`config.mk`:
```
export PLATFORM = sky130hd
export DESIGN_NAME = gpr_file
export DESIGN_NICKNAME = d
export VERILOG_FILES = /design/src/rtl/gpr_file_pkg.sv /design/src/rtl/gpr_scoreboard.sv /design/src/rtl/gpr_file.sv
export SDC_FILE = /design/constraint.sdc
export NUM_CORES = 2
export LEC_CHECK = 0
export CORE_MARGIN = 5
export CORE_UTILIZATION = 60
export DETAILED_ROUTE_END_ITERATION = 16
export GPL_TIMING_DRIVEN = 0
export MAX_ROUTING_LAYER = met4
export PLACE_DENSITY = 0.77
export SETUP_SLACK_MARGIN = 0.05
export SLEW_MARGIN = 20
export SYNTH_ARGS = -nofsm -noshare
export SYNTH_HDL_FRONTEND = slang
export SYNTH_HIERARCHICAL = 1
export SYNTH_SLANG_ARGS = --single-unit
```
`constraint.sdc`:
```
create_clock -name clk -period 114.1 [get_ports clk]
set_clock_uncertainty 0.2 [all_clocks]
set_input_delay 22.82 -clock clk [delete_from_list [all_inputs] [get_ports clk]]
set_output_delay 22.82 -clock clk [all_outputs]
set_load 0.01 [all_outputs]
```
`src/rtl/gpr_file_pkg.sv`:
```
// gpr_file_pkg: shared constants for the NPC general-purpose register file.
// Holds the register-bus widths, the register count, the hardwired-zero index
// and the reset-active level of this block.
package gpr_file_pkg;

  localparam int REG_ADDR_BUS = 5;                  // register index width
  localparam int REG_DATA_BUS = 32;                 // register data width
  localparam int GPR_NUM      = 2 ** REG_ADDR_BUS;  // architectural register count
  localparam int GPR_ZERO_IDX = 0;                  // x0, hardwired to zero

  localparam logic RST_ENABLE = 1'b1;               // this block resets on rst high

endpackage : gpr_file_pkg

```
`src/rtl/gpr_scoreboard.sv`:
```
// gpr_scoreboard: per-register busy bits for read-after-write hazard detection.
//   clk, rst         : clock, asynchronous active-high reset
//   set_en, set_idx  : issue of an instruction that writes set_idx (idx != 0)
//   clr_en, clr_idx  : writeback to clr_idx (idx != 0)
//   flush            : clears every busy bit, overriding a same-cycle set
//   raddr1, raddr2   : read-port indices
//   busy1, busy2     : busy bit of each read index, 0 for x0
module gpr_scoreboard
  import gpr_file_pkg::*;
#(
  parameter int ADDR_W   = REG_ADDR_BUS,
  parameter int NUM_REGS = GPR_NUM
) (
  input  logic              clk,
  input  logic              rst,
  input  logic              set_en,
  input  logic [ADDR_W-1:0] set_idx,
  input  logic              clr_en,
  input  logic [ADDR_W-1:0] clr_idx,
  input  logic              flush,
  input  logic [ADDR_W-1:0] raddr1,
  input  logic [ADDR_W-1:0] raddr2,
  output logic              busy1,
  output logic              busy2
);

  logic [NUM_REGS-1:0] busy;

  // NOTE: sequential state uses non-blocking assignments so every register
  // samples pre-edge values; here the later set also overrides the clear.
  always_ff @(posedge clk or posedge rst) begin
    if (rst) begin
      busy <= '0;
    end else if (flush) begin
      busy <= '0;
    end else begin
      if (clr_en) busy[clr_idx] <= 1'b0;
      // Set is issued by a younger instruction, so it wins a same-index clear.
      if (set_en) busy[set_idx] <= 1'b1;
    end
  end

  assign busy1 = (raddr1 != ADDR_W'(GPR_ZERO_IDX)) & busy[raddr1];
  assign busy2 = (raddr2 != ADDR_W'(GPR_ZERO_IDX)) & busy[raddr2];

endmodule : gpr_scoreboard

```
`src/rtl/gpr_file.sv`:
```
// gpr_file: architectural register file of the NPC core with busy scoreboard.
//   clk, rst                        : clock, asynchronous active-high reset
//   wena_i, waddr_i, wdata_i        : writeback port (also clears busy)
//   issue_valid_i/wena_i/rd_i       : issue port (sets busy of rd)
//   flush_i                         : clears all busy bits
//   raddr1_i/raddr2_i               : combinational read indices
//   rdata1_o/rdata2_o               : read data, 0 for x0
//   busy1_o/busy2_o                 : pending-write flag per read index
// Build option: define GPR_FILE_BYPASS_EN to forward same-cycle writeback data
// to the read ports (and report not-busy for the forwarded index).
module gpr_file
  import gpr_file_pkg::*;
#(
  parameter int ADDR_W   = REG_ADDR_BUS,
  parameter int DATA_W   = REG_DATA_BUS,
  parameter int NUM_REGS = GPR_NUM
) (
  input  logic              clk,
  input  logic              rst,
  input  logic              wena_i,
  input  logic [ADDR_W-1:0] waddr_i,
  input  logic [DATA_W-1:0] wdata_i,
  input  logic              issue_valid_i,
  input  logic              issue_wena_i,
  input  logic [ADDR_W-1:0] issue_rd_i,
  input  logic              flush_i,
  input  logic [ADDR_W-1:0] raddr1_i,
  input  logic [ADDR_W-1:0] raddr2_i,
  output logic [DATA_W-1:0] rdata1_o,
  output logic [DATA_W-1:0] rdata2_o,
  output logic              busy1_o,
  output logic              busy2_o
);

  localparam logic [ADDR_W-1:0] ZERO_IDX = ADDR_W'(GPR_ZERO_IDX);

  logic [DATA_W-1:0] regs [NUM_REGS];
  logic              wr_en;
  logic              set_en;
  logic              sb_busy1;
  logic              sb_busy2;

  assign wr_en  = wena_i & (waddr_i != ZERO_IDX);
  assign set_en = issue_valid_i & issue_wena_i & (issue_rd_i != ZERO_IDX);

  // NOTE: the data array is reset because architectural state must read zero
  // while rst is held; this rules out a plain RAM macro for this array.
  always_ff @(posedge clk or posedge rst) begin
    if (rst) begin
      for (int i = 0; i < NUM_REGS; i++) regs[i] <= '0;
    end else if (wr_en) begin
      regs[waddr_i] <= wdata_i;
    end
  end

  gpr_scoreboard #(
    .ADDR_W   (ADDR_W),
    .NUM_REGS (NUM_REGS)
  ) u_scoreboard (
    .clk     (clk),
    .rst     (rst),
    .set_en  (set_en),
    .set_idx (issue_rd_i),
    .clr_en  (wr_en),
    .clr_idx (waddr_i),
    .flush   (flush_i),
    .raddr1  (raddr1_i),
    .raddr2  (raddr2_i),
    .busy1   (sb_busy1),
    .busy2   (sb_busy2)
  );

  // NOTE: every output gets a default at the top of the block so no path
  // leaves it unassigned and no latch is inferred.
  always_comb begin
    rdata1_o = (raddr1_i == ZERO_IDX) ? '0 : regs[raddr1_i];
    rdata2_o = (raddr2_i == ZERO_IDX) ? '0 : regs[raddr2_i];
    busy1_o  = sb_busy1;
    busy2_o  = sb_busy2;
`ifdef GPR_FILE_BYPASS_EN
    // The in-flight writeback already carries the value decode is waiting for.
    if (wr_en && (waddr_i == raddr1_i)) begin
      rdata1_o = wdata_i;
      busy1_o  = 1'b0;
    end
    if (wr_en && (waddr_i == raddr2_i)) begin
      rdata2_o = wdata_i;
      busy2_o  = 1'b0;
    end
`endif
  end

endmodule : gpr_file

```
Word level (Yosys, flattened, before mapping) --
Cells that the tools add are included.
Cells by class: magnitude comparators 10, mux-type cells 23, bitwise operators 11, reductions and logical operators 9
Operators by type and width (number):
- $bwmux 1024 | 1
- $mux 32 | 11
- $bmux 32 s5 | 2
- $demux 32 s5 | 1
- $and 32x32->32 | 1
- $not 32->32 | 1
- $or 32x32->32 | 1
- $lt 5x6->1 const B | 4
- $reduce_bool 5->1 | 4
- $ge 6x6->1 const B | 3
- $not 5->6 | 3
- $bmux 1 s5 | 2
- $demux 1 s5 | 2
- $ge 5x1->1 const B | 2
- $logic_not 5->1 | 2
- $lt 6x1->1 const B | 1
- $and 1x1->1 | 5
- $mux 1 | 4
- $logic_and 1x1->1 | 3
Word-level totals: bits in registers 1056, bits of input ports 58, output and inout bits 66, word-level logic and storage cells 86

Longest topological paths before layout --
word-level depth 11, depth in mapped cells 9, gate-level depth less buffers 6

Cells and area by module --
The synthesis kept the hierarchy.
Modules (own cells, without submodules):
- gpr_file | instances 1, cells each 3688, area an instance 54554.8 sq um
- gpr_scoreboard | instances 1, cells each 229, area an instance 2033.2 sq um

Least setup slack after synthesis --
No wires, ideal clock.
kind in2out, start input port raddr1_i[2], end output port rdata1_o[10], data arrival time 24.475 ns, data required time 91.080 ns, setup slack 66.605 ns, stages 7, cell sequence buf_2 > buf_2 > clkbuf_1 > mux4_2 > a22o_1 > a2111oi_0 > nor3_1
On the way: word-level cells in the longest chain between the ends 5, elaborated cells on any way between the ends 6, classes of those cells 4 x mux; 1 x bitwise; 1 x reduce/logical
Ends and longest elaborated chain:
- start: declaration | RTL line gpr_file.sv:27 | input logic [ADDR_W-1:0] raddr1_i,
- $not 5->6 (implied by the code) | RTL line gpr_file.sv:76 | rdata1_o = (raddr1_i == ZERO_IDX) ? '0 : regs[raddr1_i];
- $bmux 32 s5 | RTL line gpr_file.sv:76
- $mux 32 (implied by the code) (2 in series) | RTL line gpr_file.sv:76
- $mux 32 * | RTL line gpr_file.sv:76
- end: declaration | RTL line gpr_file.sv:29 | output logic [DATA_W-1:0] rdata1_o,
Every way passes the cells marked *; elsewhere a longest branch is shown, timed or not. The select of a mux whose other input is x is not followed.

Worst setup path after layout --
start input port raddr1_i[2], end output port rdata1_o[20]
The elaborated chain is that of the path after synthesis.

==> flow_summary.rst <==
.. list-table::
   :header-rows: 1

   * - Metric
     - Value
   * - Pin slew with the least headroom to its limit
     - 1.48 ns
   * - Effective utilization at floorplan
     - 60.5%
   * - Max Root-Sink Buffers
     - 3
   * - WHS Path Cells
     - 1
   * - Max FO, Critical Path
     - 10
   * - Die boundary height
     - 317 um
   * - HPWL reported at the end of detailed placement
     - 161 mm
   * - Routability congestion estimate from global placement
     - 1.06
   * - Slowest cell delay on critical path
     - 0.79 ns
   * - Routed len/inst
     - 45.1 um
   * - Element type at the critical path start
     - primary input
   * - Count of mapped cells out of synthesis
     - 3917
   * - Leading cell types by total area after synthesis
     - sky130_fd_sc_hd__dfrtp_1 (47%), sky130_fd_sc_hd__mux2_2 (20%), sky130_fd_sc_hd__mux4_2 (16%), sky130_fd_sc_hd__mux2i_1 (5.3%), sky130_fd_sc_hd__clkbuf_1 (1.5%)
   * - Slowest cell on crit path
     - sky130_fd_sc_hd__clkdlybuf4s50_1
   * - Post-Layout Inst Area
     - 63900 um2
   * - # DRC
     - 0
   * - Root buffer selected by CTS
     - sky130_fd_sc_hd__clkbuf_16
   * - # H-tree levels
     - 3
   * - Setup violations, final
     - 0
   * - Family with the most delay on the worst path
     - buffers and inverters
   * - Number of vias per cell after detailed routing
     - 7.92
   * - Most prevalent standard cell on the critical path
     - sky130_fd_sc_hd__buf_2
   * - PostCTS Resize Cnt
     - 0
   * - I/O Pins
     - 124
   * - Std-Cell Rows
     - 112
   * - Final hold slack
     - 0.283 ns
   * - Achievable clock frequency
     - 0.0196 GHz
   * - Share of synthesized flip-flops with an asynchronous set or reset
     - 100%
   * - Global routing usage summed across all routing layers
     - 51.3%
   * - Distinct cell type count of the synthesized netlist
     - 60
   * - Buffers inserted by post-CTS timing repair
     - 0
   * - Register area
     - 26400 um2
   * - Final sum of negative setup slack
     - 0 ns
   * - Run status
     - complete, no violations
   * - Most frequent cells after synthesis
     - sky130_fd_sc_hd__dfrtp_1 (1055), sky130_fd_sc_hd__mux2_2 (1012), sky130_fd_sc_hd__mux4_2 (395), sky130_fd_sc_hd__mux2i_1 (298), sky130_fd_sc_hd__clkbuf_1 (220)
   * - Overall die area
     - 101000 um2
   * - First-pass iteration count of the detailed router
     - 9
   * - Worst setup path class
     - in -> out
   * - Filler-free cell count of the finished design
     - 5547
   * - Clock transition at path regs
     - 0.06 ns
   * - Worst slack, placed
     - 63.52 ns
   * - Destination of the worst hold path
     - regs[1008]
   * - Capturing element type of the critical path
     - output port
   * - Maximum ir drop on the vdd rail
     - 0.0141 mV
   * - Most instantiated library cell after synthesis
     - sky130_fd_sc_hd__dfrtp_1
   * - Final number of max-transition violations
     - 0
   * - Cell-by-cell trace of the critical path
     - clkdlybuf4s50_1, buf_2, buf_2, buf_2, nand3b_1, buf_2, o22ai_1, a2111oi_1, nor3_1, clkdlybuf4s50_1
   * - Synthesized flop and latch total
     - 1055
   * - Total core area
     - 93500 um2
   * - Worst reg2reg path depth
     - 1
   * - Slew headroom
     - 1.51%
   * - Count of buffers inserted at the top-level ports
     - 123
   * - Number of buffer and inverter stages on the critical path
     - 6
   * - Iteration-0 DRC count of the detailed router
     - 8056
   * - Leading area contributor after synthesis
     - sky130_fd_sc_hd__dfrtp_1
   * - Share of the clock period used by the worst path
     - 44.8%
   * - Worst min-delay path category
     - reg -> reg
   * - Number of antenna violations at the first check in global routing
     - 22
   * - Via total after detailed routing
     - 43915
   * - Max-cap viol count
     - 0
   * - Worst-skew pair later-pin latency
     - 0.73 ns
   * - Filler Cell Count
     - 6602
   * - Layout-stage area growth over the synthesis result
     - 12.9%
   * - Largest net degree at the start of global routing
     - 107
   * - Proportion of netlist area held by the largest area contributor
     - 46.7%
   * - Setup slack of the most critical reg-to-reg path
     - 113.06 ns
   * - R2R Path End
     - regs[398]
   * - Number of hold-repair buffers added at the cts stage
     - 0
   * - Sequential element share of the synthesized area
     - 46.7%
   * - Nets
     - 4230
   * - Startpoint of the worst-slack reg-to-reg timing path
     - regs[398]
   * - Vias in the first global route
     - 42772
   * - Leakage dissipation
     - 0.0279 uW
   * - Number of hold-slack violations in the final timing report
     - 0
   * - Remaining Overflow, GRT
     - 0
   * - Count of flip-flops with a built-in enable after synthesis
     - 0
   * - Placed insts
     - 5312
   * - Crit path time final
     - 51.13 ns
   * - Post-synthesis net count
     - 3975
   * - Yosys warning count
     - 6
   * - Total power per unit cell area
     - 17.7 nW/um2
   * - Post-synth top flop
     - sky130_fd_sc_hd__dfrtp_1
   * - Synthesized area divided by synthesized cell count
     - 14.4 um2
   * - First-pass GRT wire length
     - 342 mm
   * - Total CTS buffers
     - 111
   * - Start point of the worst hold path
     - regs[1008]
   * - Final setup slack of the worst path
     - 62.97 ns
   * - Multi-input combinational cell area
     - 28100 um2
   * - Total routed wirelength
     - 250 mm
   * - Cell Area, Synth
     - 56600 um2
   * - RSZ-0062 raised after global routing
     - no
   * - Arrival time worst endpoint
     - 28.11 ns
   * - Fraction of final layout cells with drive strength greater than 1
     - 44.2%
   * - Instance area after placement
     - 60000 um2
   * - Clock sink count
     - 1055
   * - Die Width
     - 317 um
   * - Clock tree from TritonCTS
     - yes
   * - Antenna Nets Post-Route
     - 0
   * - Required time reported for the critical path endpoint
     - 91.08 ns
[stage by stage]
| stage | util, % | total power (uW) |
|---|---|---|
| after detailed placement | 64.2 | 737 |
| after floorplan | - | 652 |
| after CTS | 68.2 | 1120 |
| after global placement | 63.5 | 727 |
| after global routing | 68.3 | 1160 |
| final | 68.4 | 1130 |
[area by class of cell]
type,count,area share (%)
repair buffers,142,2.67
diodes,31,0.121
plain buffers,442,3.48
flip-flops and latches,1055,41.3
clock buffers,160,5.16
inverters,7,0.0529
multi-input cells,2413,43.9
clock inverters,43,0.813
well taps,1254,2.46
[where the power goes]
part	total [uW]	switching, uW	internal, uW	leakage [uW]
Sequential	500	57.3	443	0.0136
Clock	387	163	224	0.00191
Combinational	247	114	132	0.0124
[logic make-up (layout without fill, tap and decap cells)]
logic type | after synthesis | count (layout) | synth area share, %
muxes | 1719 | 1719 | 41.4
buffers and inverters | 449 | 794 | 3.80
AOI/OAI and AO/OA | 424 | 424 | 5.47
and+or+nand+nor | 270 | 270 | 2.64
DFF | 1055 | 1055 | 46.7
other | 0 | 31 | 0
[placed cells by master, fill, tap and decap left out, types with 22 or more instances in the layout]
| master | instances |
|---|---|
| sky130_fd_sc_hd__clkbuf_16 | 113 |
| sky130_fd_sc_hd__buf_4 | 34 |
| sky130_fd_sc_hd__a22oi_1 | 83 |
| sky130_fd_sc_hd__clkbuf_2 | 63 |
| sky130_fd_sc_hd__o21ai_0 | 32 |
| sky130_fd_sc_hd__buf_1 | 31 |
| sky130_fd_sc_hd__mux2_2 | 1012 |
| sky130_fd_sc_hd__clkinv_2 | 27 |
| sky130_fd_sc_hd__clkbuf_1 | 179 |
| sky130_fd_sc_hd__diode_2 | 31 |
| sky130_fd_sc_hd__mux2i_1 | 298 |
| sky130_fd_sc_hd__a211oi_1 | 30 |
| sky130_fd_sc_hd__a2111oi_1 | 33 |
| sky130_fd_sc_hd__a21oi_1 | 64 |
| sky130_fd_sc_hd__clkbuf_8 | 30 |
| sky130_fd_sc_hd__buf_2 | 127 |
| sky130_fd_sc_hd__dfrtp_1 | 1055 |
| sky130_fd_sc_hd__nor2b_1 | 49 |
| sky130_fd_sc_hd__mux4_2 | 395 |
| sky130_fd_sc_hd__buf_6 | 22 |
| sky130_fd_sc_hd__clkdlybuf4s50_1 | 123 |
| sky130_fd_sc_hd__nor3_1 | 45 |
| sky130_fd_sc_hd__nor2_1 | 24 |
| sky130_fd_sc_hd__a22o_1 | 50 |
| sky130_fd_sc_hd__nand2_1 | 63 |
| sky130_fd_sc_hd__o22ai_1 | 68 |
[sequential cells by signal (all words and copies together) (netlist names)]
signal and count:
regs 1024, u_scoreboard/busy 31
[metal layers]
metal | GRT usage [%] | share of wire (%) | wire [um] | vias to the layer above
met2 | 66.3 | 39 | 98800 | 4335
li1 | - | - | - | 15717
met5 | - | 0 | 0 | -
met4 | 39.0 | 11 | 26800 | 0
met3 | 26.7 | 17 | 42300 | 1526
met1 | 60.3 | 33 | 82400 | 22337
[worst max-delay path by stage]
| stage | from | endpoint | cells after the start |
|---|---|---|---|
| floorplan | rst | regs[0] | 1 |
| global placement | rst | regs[522] | 2 |
| detailed placement | raddr1_i[2] | rdata1_o[2] | 8 |
| CTS | raddr1_i[2] | rdata1_o[2] | 8 |
| global route | raddr1_i[2] | rdata1_o[20] | 10 |
| finish | raddr1_i[2] | rdata1_o[20] | 10 |
(Power assumes the default switching activity.)
